## src/rtl/rom_loader_pkg.sv

```systemverilog
// Shared definitions for the ROM-loader handshake.
// Used by both the loader driver and the responder.
package rom_loader_pkg;

    localparam int DEF_DATA_WIDTH = 16;
    localparam int DEF_ROM_DEPTH  = 32768;

    typedef enum logic [1:0] {
        ST_IDLE,
        ST_WRITE,
        ST_ACK
    } state_t;

endpackage

```

## src/rtl/rom_loader_responder.sv

```systemverilog
// Receiving end of the ROM-loader handshake: captures words,
// writes them sequentially into the Hack ROM, holds the CPU.
module rom_loader_responder
    import rom_loader_pkg::*;
#(
    parameter int DATA_WIDTH = DEF_DATA_WIDTH,
    parameter int ROM_DEPTH  = DEF_ROM_DEPTH,
    parameter int ADDR_WIDTH = $clog2(ROM_DEPTH)
) (
    input  logic                  clk,
    input  logic                  reset,
    input  logic                  rom_loader_reset,
    input  logic                  rom_loader_load,
    input  logic [DATA_WIDTH-1:0] rom_loader_data,
    output logic                  rom_loader_load_received,
    output logic                  rom_loader_ack,
    output logic                  rom_we,
    output logic [ADDR_WIDTH-1:0] rom_addr,
    output logic [DATA_WIDTH-1:0] rom_wdata,
    input  logic                  rom_ready,
    output logic [ADDR_WIDTH:0]   loaded_words,
    output logic                  overflow,
    output logic                  cpu_hold
);

    // The address keeps one spare bit so it can reach ROM_DEPTH,
    // which marks every later word as dropped without wrapping.
    localparam logic [ADDR_WIDTH:0] LP_DEPTH = (ADDR_WIDTH+1)'(ROM_DEPTH);
    localparam logic [ADDR_WIDTH:0] LP_ONE   = {{ADDR_WIDTH{1'b0}}, 1'b1};

    state_t                r_state;
    logic [ADDR_WIDTH:0]   r_addr;
    logic [ADDR_WIDTH:0]   r_loaded_words;
    logic [DATA_WIDTH-1:0] r_wdata;
    logic                  r_load_received;
    logic                  r_ack;
    logic                  r_rom_we;
    logic                  r_overflow;
    logic                  r_cpu_hold;
    logic                  r_drop;

    logic                  w_room;

    // A word fits while the next address is still inside the ROM.
    always_comb begin
        w_room = (r_addr < LP_DEPTH);
    end

    // Handshake FSM with registered outputs and address/count tracking.
    always_ff @(posedge clk) begin
        if (reset) begin
            r_state         <= ST_IDLE;
            r_addr          <= '0;
            r_loaded_words  <= '0;
            r_wdata         <= '0;
            r_load_received <= 1'b0;
            r_ack           <= 1'b0;
            r_rom_we        <= 1'b0;
            r_overflow      <= 1'b0;
            r_cpu_hold      <= 1'b0;
            r_drop          <= 1'b0;
        end else if (rom_loader_reset) begin
            // Restart aborts any write in flight; no ack follows.
            r_state         <= ST_IDLE;
            r_addr          <= '0;
            r_loaded_words  <= '0;
            r_load_received <= 1'b0;
            r_ack           <= 1'b0;
            r_rom_we        <= 1'b0;
            r_overflow      <= 1'b0;
            r_cpu_hold      <= 1'b1;
            r_drop          <= 1'b0;
        end else begin
            r_load_received <= 1'b0;
            r_ack           <= 1'b0;
            case (r_state)
                ST_IDLE: begin
                    if (rom_loader_load) begin
                        r_wdata         <= rom_loader_data;
                        r_load_received <= 1'b1;
                        if (w_room) begin
                            r_rom_we <= 1'b1;
                            r_drop   <= 1'b0;
                            r_state  <= ST_WRITE;
                        end else begin
                            // Dropped word: ack while in ACK, no write.
                            r_overflow <= 1'b1;
                            r_drop     <= 1'b1;
                            r_ack      <= 1'b1;
                            r_state    <= ST_ACK;
                        end
                    end else if (r_cpu_hold && (r_loaded_words != '0)) begin
                        r_cpu_hold <= 1'b0;
                    end
                end
                ST_WRITE: begin
                    if (rom_ready) begin
                        r_rom_we <= 1'b0;
                        r_ack    <= 1'b1;
                        r_state  <= ST_ACK;
                    end
                end
                ST_ACK: begin
                    r_state <= ST_IDLE;
                    if (!r_drop) begin
                        r_addr         <= r_addr + LP_ONE;
                        r_loaded_words <= r_loaded_words + LP_ONE;
                    end
                end
                default: begin
                    r_state <= ST_IDLE;
                end
            endcase
        end
    end

    assign rom_loader_load_received = r_load_received;
    assign rom_loader_ack           = r_ack;
    assign rom_we                   = r_rom_we;
    assign rom_addr                 = r_addr[ADDR_WIDTH-1:0];
    assign rom_wdata                = r_wdata;
    assign loaded_words             = r_loaded_words;
    assign overflow                 = r_overflow;
    assign cpu_hold                 = r_cpu_hold;

endmodule

```

## config.mk

```make
export PLATFORM = sky130hd
export DESIGN_NAME = rom_loader_responder
export DESIGN_NICKNAME = d
export VERILOG_FILES = /design/src/rtl/rom_loader_pkg.sv /design/src/rtl/rom_loader_responder.sv
export SDC_FILE = /design/constraint.sdc
export NUM_CORES = 1
export LEC_CHECK = 0
export BUFFER_PORTS_ARGS = -buffer_cell sky130_fd_sc_hd__buf_4
export CORE_UTILIZATION = 35
export DETAILED_ROUTE_END_ITERATION = 7
export GPL_TIMING_DRIVEN = 0
export HOLD_SLACK_MARGIN = 0.02
export PLACE_DENSITY = 0.58
export SKIP_CTS_REPAIR_TIMING = 1
export SLEW_MARGIN = 20
export SYNTH_ARGS = -nofsm -noshare
export SYNTH_HDL_FRONTEND = slang
export SYNTH_SLANG_ARGS = --single-unit
```

## constraint.sdc

```tcl
create_clock -name clk -period 3.4 [get_ports clk]
set_clock_uncertainty 0.15 [all_clocks]
set_input_delay 0.51 -clock clk [delete_from_list [all_inputs] [get_ports clk]]
set_output_delay 0.51 -clock clk [all_outputs]
set_load 0.02 [all_outputs]
```

==> impl_metrics.json, run 1 <==
{
  "port_buffers": 70,
  "syn-cell-area_um2": 2480,
  "cts_sinks": 56,
  "synthAdderAreaFrac_pct": 1.51,
  "hold_viol_final": 0,
  "slew_violations": 0,
  "die_area_um2": 7440,
  "start_util_pct": 36.4,
  "arrival_ns": 2.35,
  "ys_types": 35,
  "die_w_um": 86.2,
  "hold_class": "in -> reg",
  "synth_area_leader_cell": "dfxtp_1",
  "place_hpwl_um": 4130,
  "root_buffer": "clkbuf_8",
  "synth-xor-area-share_pct": 7.05,
  "cap_violations": 0,
  "avgSynthCellArea_um2": 8.28,
  "synth_fp_nets": 324,
  "synth_area_leaders": "dfxtp_1 (45%), nand2_1 (7.4%), a21oi_1 (6.0%), buf_4 (4.8%), nor2_1 (4.4%)",
  "core_um2": 6830,
  "grt_max_degree": 18,
  "path_clk_slew_ns": 0.10,
  "grt_first_pass_wirelength_um": 9160,
  "fillers": 700,
  "synth_top_area_share_pct": 45.1,
  "critical_path.max_fanout": 9,
  "grt_pass1_vias": 1920,
  "remaining_drc_errors": 0,
  "worst_setup_path_start_kind": "flop",
  "rsz0062_at_grt": "no",
  "crit_required_ns": 3.48,
  "critPathKind": "reg -> reg",
  "antenna_found_initial": 0,
  "drtIter0Drc": 118,
  "whs_path_depth": 3,
  "tns_ns": 0,
  "ys_warn_count": 0,
  "vdd_drop_max_mv": 0.145,
  "period_needed_ns": 2.26,
  "synth-seq-cells": 56,
  "die_y_um": 86.2,
  "cts_tree": "built",
  "grtUsageTotal_pct": 15.5,
  "clock_latency_ns": 0.30,
  "p_total_mw": 1.20,
  "synth-compound-area-share_pct": 9.17,
  "fmax_ghz": 0.442,
  "p_per_area_nw_per_um2": 369,
  "relSlewSlack_pct": 58.9,
  "cellLeakagePower_nw": 1.27,
  "synthSimpleGateAreaFrac_pct": 28.7,
  "drtAntennaViolNets": 0,
  "num_io_pins": 73,
  "first_pass_iters": 4,
  "setup_viol": 0,
  "status": "complete, no violations",
  "worst_pin_slew_ns": 0.615,
  "period_share_pct": 66.6,
  "drive_above_1_share_pct": 25.7,
  "antenna_cells": 0,
  "vias": 2234,
  "wire_per_inst_um": 11.9,
  "fp-row-count": 30,
  "routed_wl_um": 5630,
  "setup.worst_path.end_class": "flop",
  "synthMuxAreaShare_pct": 0.403,
  "area.growth.synth_to_final_pct": 30.5,
  "cts_buffers": 5,
  "reg2reg_depth": 6,
  "synthCells": 300,
  "final_nets": 401,
  "grt_overflow": 0,
  "place.gp.congestion": 0.756,
  "viasPerCell": 4.71,
  "synth_top_family_by_area": "simple AND/OR/NAND/NOR gates",
  "htreeDepth": 2,
  "seq_area_frac_synth_pct": 45.1,
  "clock_path_buffers": 2,
  "utilization_pct": 47.4
}
power breakdown:
part	switching [mW]	internal, mW	total [mW]
clock network	0.211	0.218	0.430
logic	0.0528	0.0406	0.0935
registers	0.00557	0.667	0.673
cells in the mapped netlist:
cell,count
or3_1,5
nand2_1,49
buf_6,1
clkbuf_1,14
o21ai_0,8
nor4b_1,2
and4bb_1,1
or3b_1,1
dfxtp_1,56
xor2_1,9
a311oi_1,1
nand4_1,10
nor3b_1,3
nand3b_1,1
and4_1,4
or2_2,1
nor4b_2,1
buf_4,16
nor4_1,4
mux2i_1,1
a31oi_1,1
nor3_1,8
nor2_1,29
inv_1,4
xnor2_1,11
o31ai_1,2
a21oi_1,30
and3_1,5
nand4b_1,2
or4_1,2
or2_1,1
ha_1,3
nand3_1,12
a211oi_1,1
and2_1,1
path summary, 6_finish.rpt:
path	end	startpoint	slack [ns]
max	loaded_words[13]	loaded_words[2]	1.14
min	rom_wdata[3]	rom_loader_data[3]	0.29
min reg2reg	rom_wdata[11]	rom_wdata[11]	0.31
max reg2reg	loaded_words[13]	loaded_words[2]	1.14
routing by layer:
layer | global-route usage (%) | vias to the layer above | wire length, um
li1 | - | 1164 | -
met1 | 21.1 | 1020 | 2690
met2 | 24.5 | 45 | 2610
met3 | 3.05 | 5 | 265
met4 | 5.00 | 0 | 58
met5 | 0 | - | 0
through the flow:
stage | worst slack, ns | hold slack, ns | std cells | cell area [um^2]
2_1_floorplan | 1.32 | 0.321 | 300 | 2480
3_3_place_gp | 1.10 | 0.294 | 466 | 3130
3_5_place_dp | 1.06 | 0.299 | 466 | 3130
4_1_cts | 1.14 | 0.282 | 474 | 3240
5_1_grt | 0.913 | 0.282 | 474 | 3240
6_report | 1.14 | 0.292 | 474 | 3240
flip-flops by register name (all words and copies together) (netlist names):
signal	cells
rom_loader_load_received	1
r_addr	16
rom_loader_ack	1
rom_we	1
overflow	1
r_drop	1
loaded_words	16
rom_wdata	16
cpu_hold	1
r_state	2
final cells by class:
class,instances,area [um^2],share of cell area [%]
buffer,31,184,5.68
timing repair buffer,70,526,16.2
clock inverter,3,42.5,1.31
tap,96,120,3.71
sequential,56,1120,34.6
multi-input combinational,209,1160,35.9
inverter,4,15.0,0.463
clock buffer,5,68.8,2.12
cells by family (layout without fill, tap and decap cells):
| kind of cell | Yosys count | count (layout) |
|---|---|---|
| AOI/OAI and AO/OA | 43 | 43 |
| and+or+nand+nor | 142 | 142 |
| DFF | 56 | 56 |
| muxes | 1 | 1 |
| xor gates and xnor gates | 20 | 20 |
| adders and majority gates | 3 | 3 |
| buffers and inverters | 35 | 113 |
layout by cell type (no fill, tap or decap), types with 2 or more instances in the layout:
cell      synthesis  routed
or4_1             2       2
nor4_1            4       4
and3_1            5       5
nand3_1          12      12
nor4b_1           2       2
inv_1             4       4
clkbuf_8          0       5
nand4_1          10      10
or3_1             5       5
o31ai_1           2       2
nand2_1          49      49
dfxtp_1          56      56
xnor2_1          11      11
a21oi_1          30      30
nand4b_1          2       2
o21ai_0           8       8
nor3b_1           3       3
ha_1              3       3
nor2_1           29      29
buf_4            16      86
xor2_1            9       9
clkbuf_1         14      14
and4_1            4       4
nor3_1            8       8
critical path, cell delays in order, from the launching register on:
cell,delay (ns)
dfxtp_1,0.34
clkbuf_1,0.38
nand3_1,0.23
or2_1,0.26
clkbuf_1,0.16
or4_1,0.52
a21oi_1,0.16
No activity file was read; power rests on OpenSTA's default activity.
==> inputs of run 2 (changes only) <==
Settings changed: ABC_AREA set to 1, PLACE_DENSITY 0.58 to 0.57.
Clock period 3.4 ns to 2.2 ns, I/O delays scaled along.
==> run 2 against run 1 <==
  * Sequential power grew 55%
  * Global-route usage grew 1.4 points
  * Flip-flop and latch count is the same
  * Highest routed layer unchanged
==> impl_metrics.json, run 2 <==
{
  "path_clk_slew_ns": 0.10,
  "min-delay-start": "rom_loader_data[5]",
  "period_share_pct": 75.8,
  "port_buffers": 71,
  "drtIter0Drc": 71,
  "mostFrequentLayoutCells": "nand2_1 (98), buf_4 (86), dfxtp_1 (56)",
  "synth_area_leaders": "dfxtp_1 (42%), nand2_1 (14%), nor2_1 (7.1%), a21oi_1 (6.5%), inv_1 (5.7%)",
  "reg2reg_depth": 6,
  "synth_enable_flop_cells": 0,
  "whs_endpoint": "rom_wdata[5]",
  "timing.rr.end": "r_addr[8]",
  "cap_violations": 0,
  "antenna_cells": 0,
  "final_nets": 484,
  "placed_area_um2": 3340,
  "setup_viol": 0,
  "crit_buf_inv": 0,
  "avgSynthCellArea_um2": 7.03,
  "final_common_cell": "nand2_1",
  "synth-seq-cells": 56,
  "cellLeakagePower_nw": 1.57,
  "whs_path_depth": 3,
  "clock_path_buffers": 2,
  "seq_area_frac_synth_pct": 41.8,
  "relSlewSlack_pct": 65.2,
  "drive_above_1_share_pct": 25.2,
  "area.growth.synth_to_final_pct": 28.5,
  "htreeDepth": 2,
  "synth_fp_nets": 406,
  "place.gp.congestion": 0.839,
  "worst_pin_slew_ns": 0.522,
  "cpPeakStageDelay_ns": 0.43,
  "die_y_um": 89.6,
  "antenna_found_initial": 0,
  "synthCells": 382,
  "viasPerCell": 4.53,
  "start_util_pct": 36.6,
  "cts_buffers": 5,
  "hold_viol_final": 0,
  "grt_pass1_vias": 2348,
  "critPathTopFamily": "simple AND/OR/NAND/NOR gates",
  "vdd_drop_max_mv": 0.235,
  "worst_setup_path_start_kind": "flop",
  "drtAntennaViolNets": 0,
  "cp_common_cell": "nand3_1",
  "utilization_pct": 47.1,
  "slew_violations": 0,
  "remaining_drc_errors": 0,
  "wire_per_inst_um": 11.2,
  "clock_latency_ns": 0.31,
  "p_per_area_nw_per_um2": 544,
  "grtUsageTotal_pct": 16.8,
  "status": "complete, no violations",
  "die_w_um": 89.6,
  "syn-cell-area_um2": 2690,
  "vias": 2538,
  "fin_hold_ws_ns": 0.115,
  "grt_first_pass_wirelength_um": 10500,
  "fin_cells": 560,
  "timing.rr.start": "r_addr[0]",
  "arrival_ns": 1.72,
  "crit_chain": "ha_1 -> nand3_1 -> nor2_2 -> nand3_1 -> o21ai_0 -> nor2_1",
  "grt_overflow": 0,
  "ys_types": 28,
  "num_io_pins": 73,
  "fmax_ghz": 0.600,
  "synthArstFlopShare_pct": 0,
  "cts_sinks": 56,
  "first_pass_iters": 4,
  "yosysMostFrequentCell": "nand2_1",
  "cts_tree": "built",
  "critPathKind": "reg -> reg",
  "rsz0062_at_grt": "no",
  "die_area_um2": 8030,
  "crit_required_ns": 2.26,
  "setup.worst_path.end_class": "flop",
  "cpMaxStageDelayCell": "dfxtp_1",
  "place_hpwl_um": 4750,
  "ys_warn_count": 0,
  "critical_path.max_fanout": 6,
  "synth_top_area_share_pct": 41.8,
  "final_cell_area_um2": 3450,
  "reg2reg_slack_ns": 0.53,
  "tns_ns": 0,
  "routed_wl_um": 6250,
  "fp-row-count": 31,
  "hold_class": "in -> reg",
  "synthFlopType": "dfxtp_1",
  "core_um2": 7330,
  "synth_area_leader_cell": "dfxtp_1",
  "root_buffer": "clkbuf_8",
  "netlist_top_cells_count": "nand2_1 (98), dfxtp_1 (56), nor2_1 (51)",
  "dp_cells": 552,
  "period_needed_ns": 1.67,
  "grt_max_degree": 17
}
run 2: changes by cell type after synthesis, moves of 7 or more:
cell	previous run	this run
clkbuf_1	14	2
xor2_1	9	2
nor2_1	29	51
xnor2_1	11	0
inv_1	4	41
nand2_1	49	98
run 2: per-stage QoR:
step	power [mW]	worst slack [ns]
after floorplan	1.15	0.647
after global placement	1.22	0.558
after detailed placement	1.22	0.532
after CTS	1.90	0.519
after global routing	1.96	0.293
final	1.88	0.533
run 2: final cells by class:
cell class,count,area (um^2)
fillers,753,3880
multi-input cells,259,1230
flip-flops and latches,56,1120
repair buffers,71,533
plain buffers,23,169
inverters,44,168
well taps,99,124
clock buffers,6,72.6
clock inverters,2,35.0
run 2: cells by family (layout without fill, tap and decap cells):
| group | count (synthesis) | count (layout) | share of synthesized area (%) |
|---|---|---|---|
| AOI/OAI and AO/OA | 54 | 54 | 10.6 |
| xor gates and xnor gates | 2 | 2 | 0.652 |
| adders and majority gates | 3 | 3 | 1.40 |
| buffers and inverters | 67 | 146 | 12.5 |
| DFF | 56 | 56 | 41.8 |
| and+or+nand+nor | 200 | 200 | 33.0 |
run 2: how the worst max path moves through the flow:
stage / to / cells after the start / start / slack [ns]
final: r_addr[8] / 6 / r_addr[0] / 0.53
after global placement: r_addr[8] / 6 / r_addr[0] / 0.56
after floorplan: loaded_words[14] / 8 / loaded_words[0] / 0.65
after CTS: r_addr[10] / 8 / r_addr[0] / 0.52
after detailed placement: r_addr[10] / 8 / r_addr[0] / 0.53
after global routing: r_addr[10] / 9 / r_addr[0] / 0.29
run 2: layer usage:
layer	part of all wire (%)	wire length, um	up-vias	track usage (%)
met3	6.0	376	6	4.75
met5	0	0	-	0
met4	0.99	62	0	4.18
met1	48	3020	1113	21.9
met2	45	2790	68	27.5
li1	-	-	1351	-
run 2: worst reg2reg max path: stages (launching register included):
cell	delay, ns
dfxtp_1	0.43
ha_1	0.22
nand3_1	0.10
nor2_2	0.25
nand3_1	0.17
o21ai_0	0.20
nor2_1	0.05
run 2: power by group:
| part | switching, mW | internal (mW) |
|---|---|---|
| Sequential | 0.0100 | 1.03 |
| Combinational | 0.0882 | 0.0684 |
| Clock | 0.338 | 0.339 |
==> inputs of run 3 (changes only) <==
Settings changed: PLACE_DENSITY 0.57 to 0.59.
Clock period 2.2 ns to 1.5 ns, I/O delays scaled along.
==> run 3 against run 2 <==
  * Global-route usage shrank 0.41 points
  * First-iteration DRC count grew 18%
  * Flip-flop and latch count is the same
  * Wire length grew 5.2%
  * Largest cell class unchanged
==> impl_metrics.json, run 3 (synthesized netlist as in run 2, its figures left out) <==
{
  "status": "complete, no violations",
  "antenna_cells": 0,
  "p_per_area_nw_per_um2": 780,
  "remaining_drc_errors": 0,
  "p_total_mw": 2.93,
  "num_io_pins": 73,
  "cellLeakagePower_nw": 1.68,
  "drive_above_1_share_pct": 33.6,
  "hold_class": "in -> reg",
  "arrival_ns": 1.51,
  "drtAntennaViolNets": 0,
  "path_clk_slew_ns": 0.11,
  "root_buffer": "clkbuf_8",
  "min-delay-start": "rom_loader_data[6]",
  "worst_pin_slew_ns": 0.519,
  "place.gp.congestion": 0.839,
  "setup_viol": 0,
  "cts_buffers": 5,
  "cap_violations": 0,
  "placed_area_um2": 3340,
  "die_area_um2": 8030,
  "place_hpwl_um": 4780,
  "port_buffers": 71,
  "grt_overflow": 0,
  "fin_hold_ws_ns": 0.0168,
  "clock_path_buffers": 2,
  "die_y_um": 89.6,
  "cts_tree": "built",
  "period_share_pct": 97.0,
  "core_um2": 7330,
  "die_w_um": 89.6,
  "fp-row-count": 31,
  "setup.worst_path.end_class": "flop",
  "worst_setup_path_start_kind": "flop",
  "cpMaxStageDelayCell": "dfxtp_2",
  "vdd_drop_max_mv": 0.437,
  "start_util_pct": 36.6,
  "cts_sinks": 56,
  "whs_path_depth": 3,
  "htreeDepth": 2,
  "critical_path.max_fanout": 6,
  "vias": 2602,
  "period_needed_ns": 1.45,
  "rsz0062_at_grt": "yes",
  "startpoint": "r_state[0]",
  "crit_chain": "inv_2 -> nand3_4 -> buf_12 -> nor2_8 -> nand3_1 -> o21ai_0 -> nor2_1",
  "final_nets": 500,
  "first_pass_iters": 4,
  "cpPeakStageDelay_ns": 0.35,
  "routed_wl_um": 6570,
  "grtUsageTotal_pct": 16.4,
  "clock_latency_ns": 0.30,
  "drtIter0Drc": 84,
  "slew_violations": 0,
  "antenna_found_initial": 0,
  "grt_pass1_vias": 2284,
  "hold_viol_final": 0,
  "wire_per_inst_um": 11.4,
  "grt_first_pass_wirelength_um": 10200,
  "crit_required_ns": 1.56,
  "critPathKind": "reg -> reg",
  "mostFrequentLayoutCells": "nand2_1 (95), buf_4 (95), nor2_1 (46)",
  "grt_max_degree": 17,
  "reg2reg_depth": 7,
  "fillers": 716,
  "fmax_ghz": 0.688,
  "final_cell_area_um2": 3750,
  "timing.rr.start": "r_state[0]",
  "relSlewSlack_pct": 65.4,
  "viasPerCell": 4.53,
  "area.growth.synth_to_final_pct": 39.7
}
## run 3: changes by cell type in the layout (fill, tap and decap cells not counted), moves of 3 or more
cell | previous run | this run
dfxtp_1 | 56 | 42
dfxtp_2 | 0 | 12
buf_4 | 86 | 95
dlygate4sd3_1 | 0 | 6
nand3_1 | 17 | 11
nand3_2 | 1 | 6
nor2_1 | 51 | 46
nand2_1 | 98 | 95
nand2_2 | 5 | 8
nor2_4 | 2 | 5
nor3_1 | 10 | 7
nor3_2 | 0 | 3
## run 3: critical path: cells and delay by family (launching register included)
family                 cells  cell delay, ns
AO/OA/AOI/OAI              1            0.15
flip-flops                 1            0.35
AND/OR/NAND/NOR            4            0.46
buffers and inverters      2            0.25
## run 3: stage by stage
step / instances / util, % / TNS [ns] / worst slack, ns
final: 575 / 51.2 / 0 / 0.0455
after global routing: 575 / 51.2 / -0.403 / -0.0832
after CTS: 559 / 47.4 / -1.09 / -0.166
after detailed placement: 552 / 45.6 / -0.789 / -0.146
after global placement: 552 / 45.6 / -0.578 / -0.138
after floorplan: 382 / - / 0 / 0.0586
## run 3: final cells by class
class | instances | area (um^2) | share of cell area (%)
Tap cell | 99 | 124 | 3.30
Buffer | 23 | 178 | 4.73
Sequential cell | 56 | 1140 | 30.5
Inverter | 44 | 175 | 4.67
Clock inverter | 2 | 60.1 | 1.60
Timing Repair Buffer | 87 | 686 | 18.3
Multi-Input combinational cell | 259 | 1320 | 35.1
Clock buffer | 5 | 68.8 | 1.83
## run 3: per-layer routing
layer  up-vias  GRT usage (%)  part of all wire [%]
li1       1383              -                     -
met2        87           26.0                    45
met1      1128           21.6                    46
met3         4           5.58                   8.1
met4         0           3.75                  0.64
met5         -              0                     0
## run 3: worst paths after layout
path,end,slack [ns]
setup / recovery,loaded_words[8],0.05
hold / removal,rom_wdata[6],0.02
setup reg to reg,loaded_words[8],0.05
hold reg to reg,rom_wdata[7],0.31
## run 3: report_power, final
| group | leakage [nW] | internal (mW) | switching [mW] | total [mW] |
|---|---|---|---|---|
| Clock | 0.0642 | 0.658 | 0.484 | 1.14 |
| Combinational | 1.15 | 0.121 | 0.138 | 0.259 |
| Sequential | 0.461 | 1.51 | 0.0162 | 1.53 |
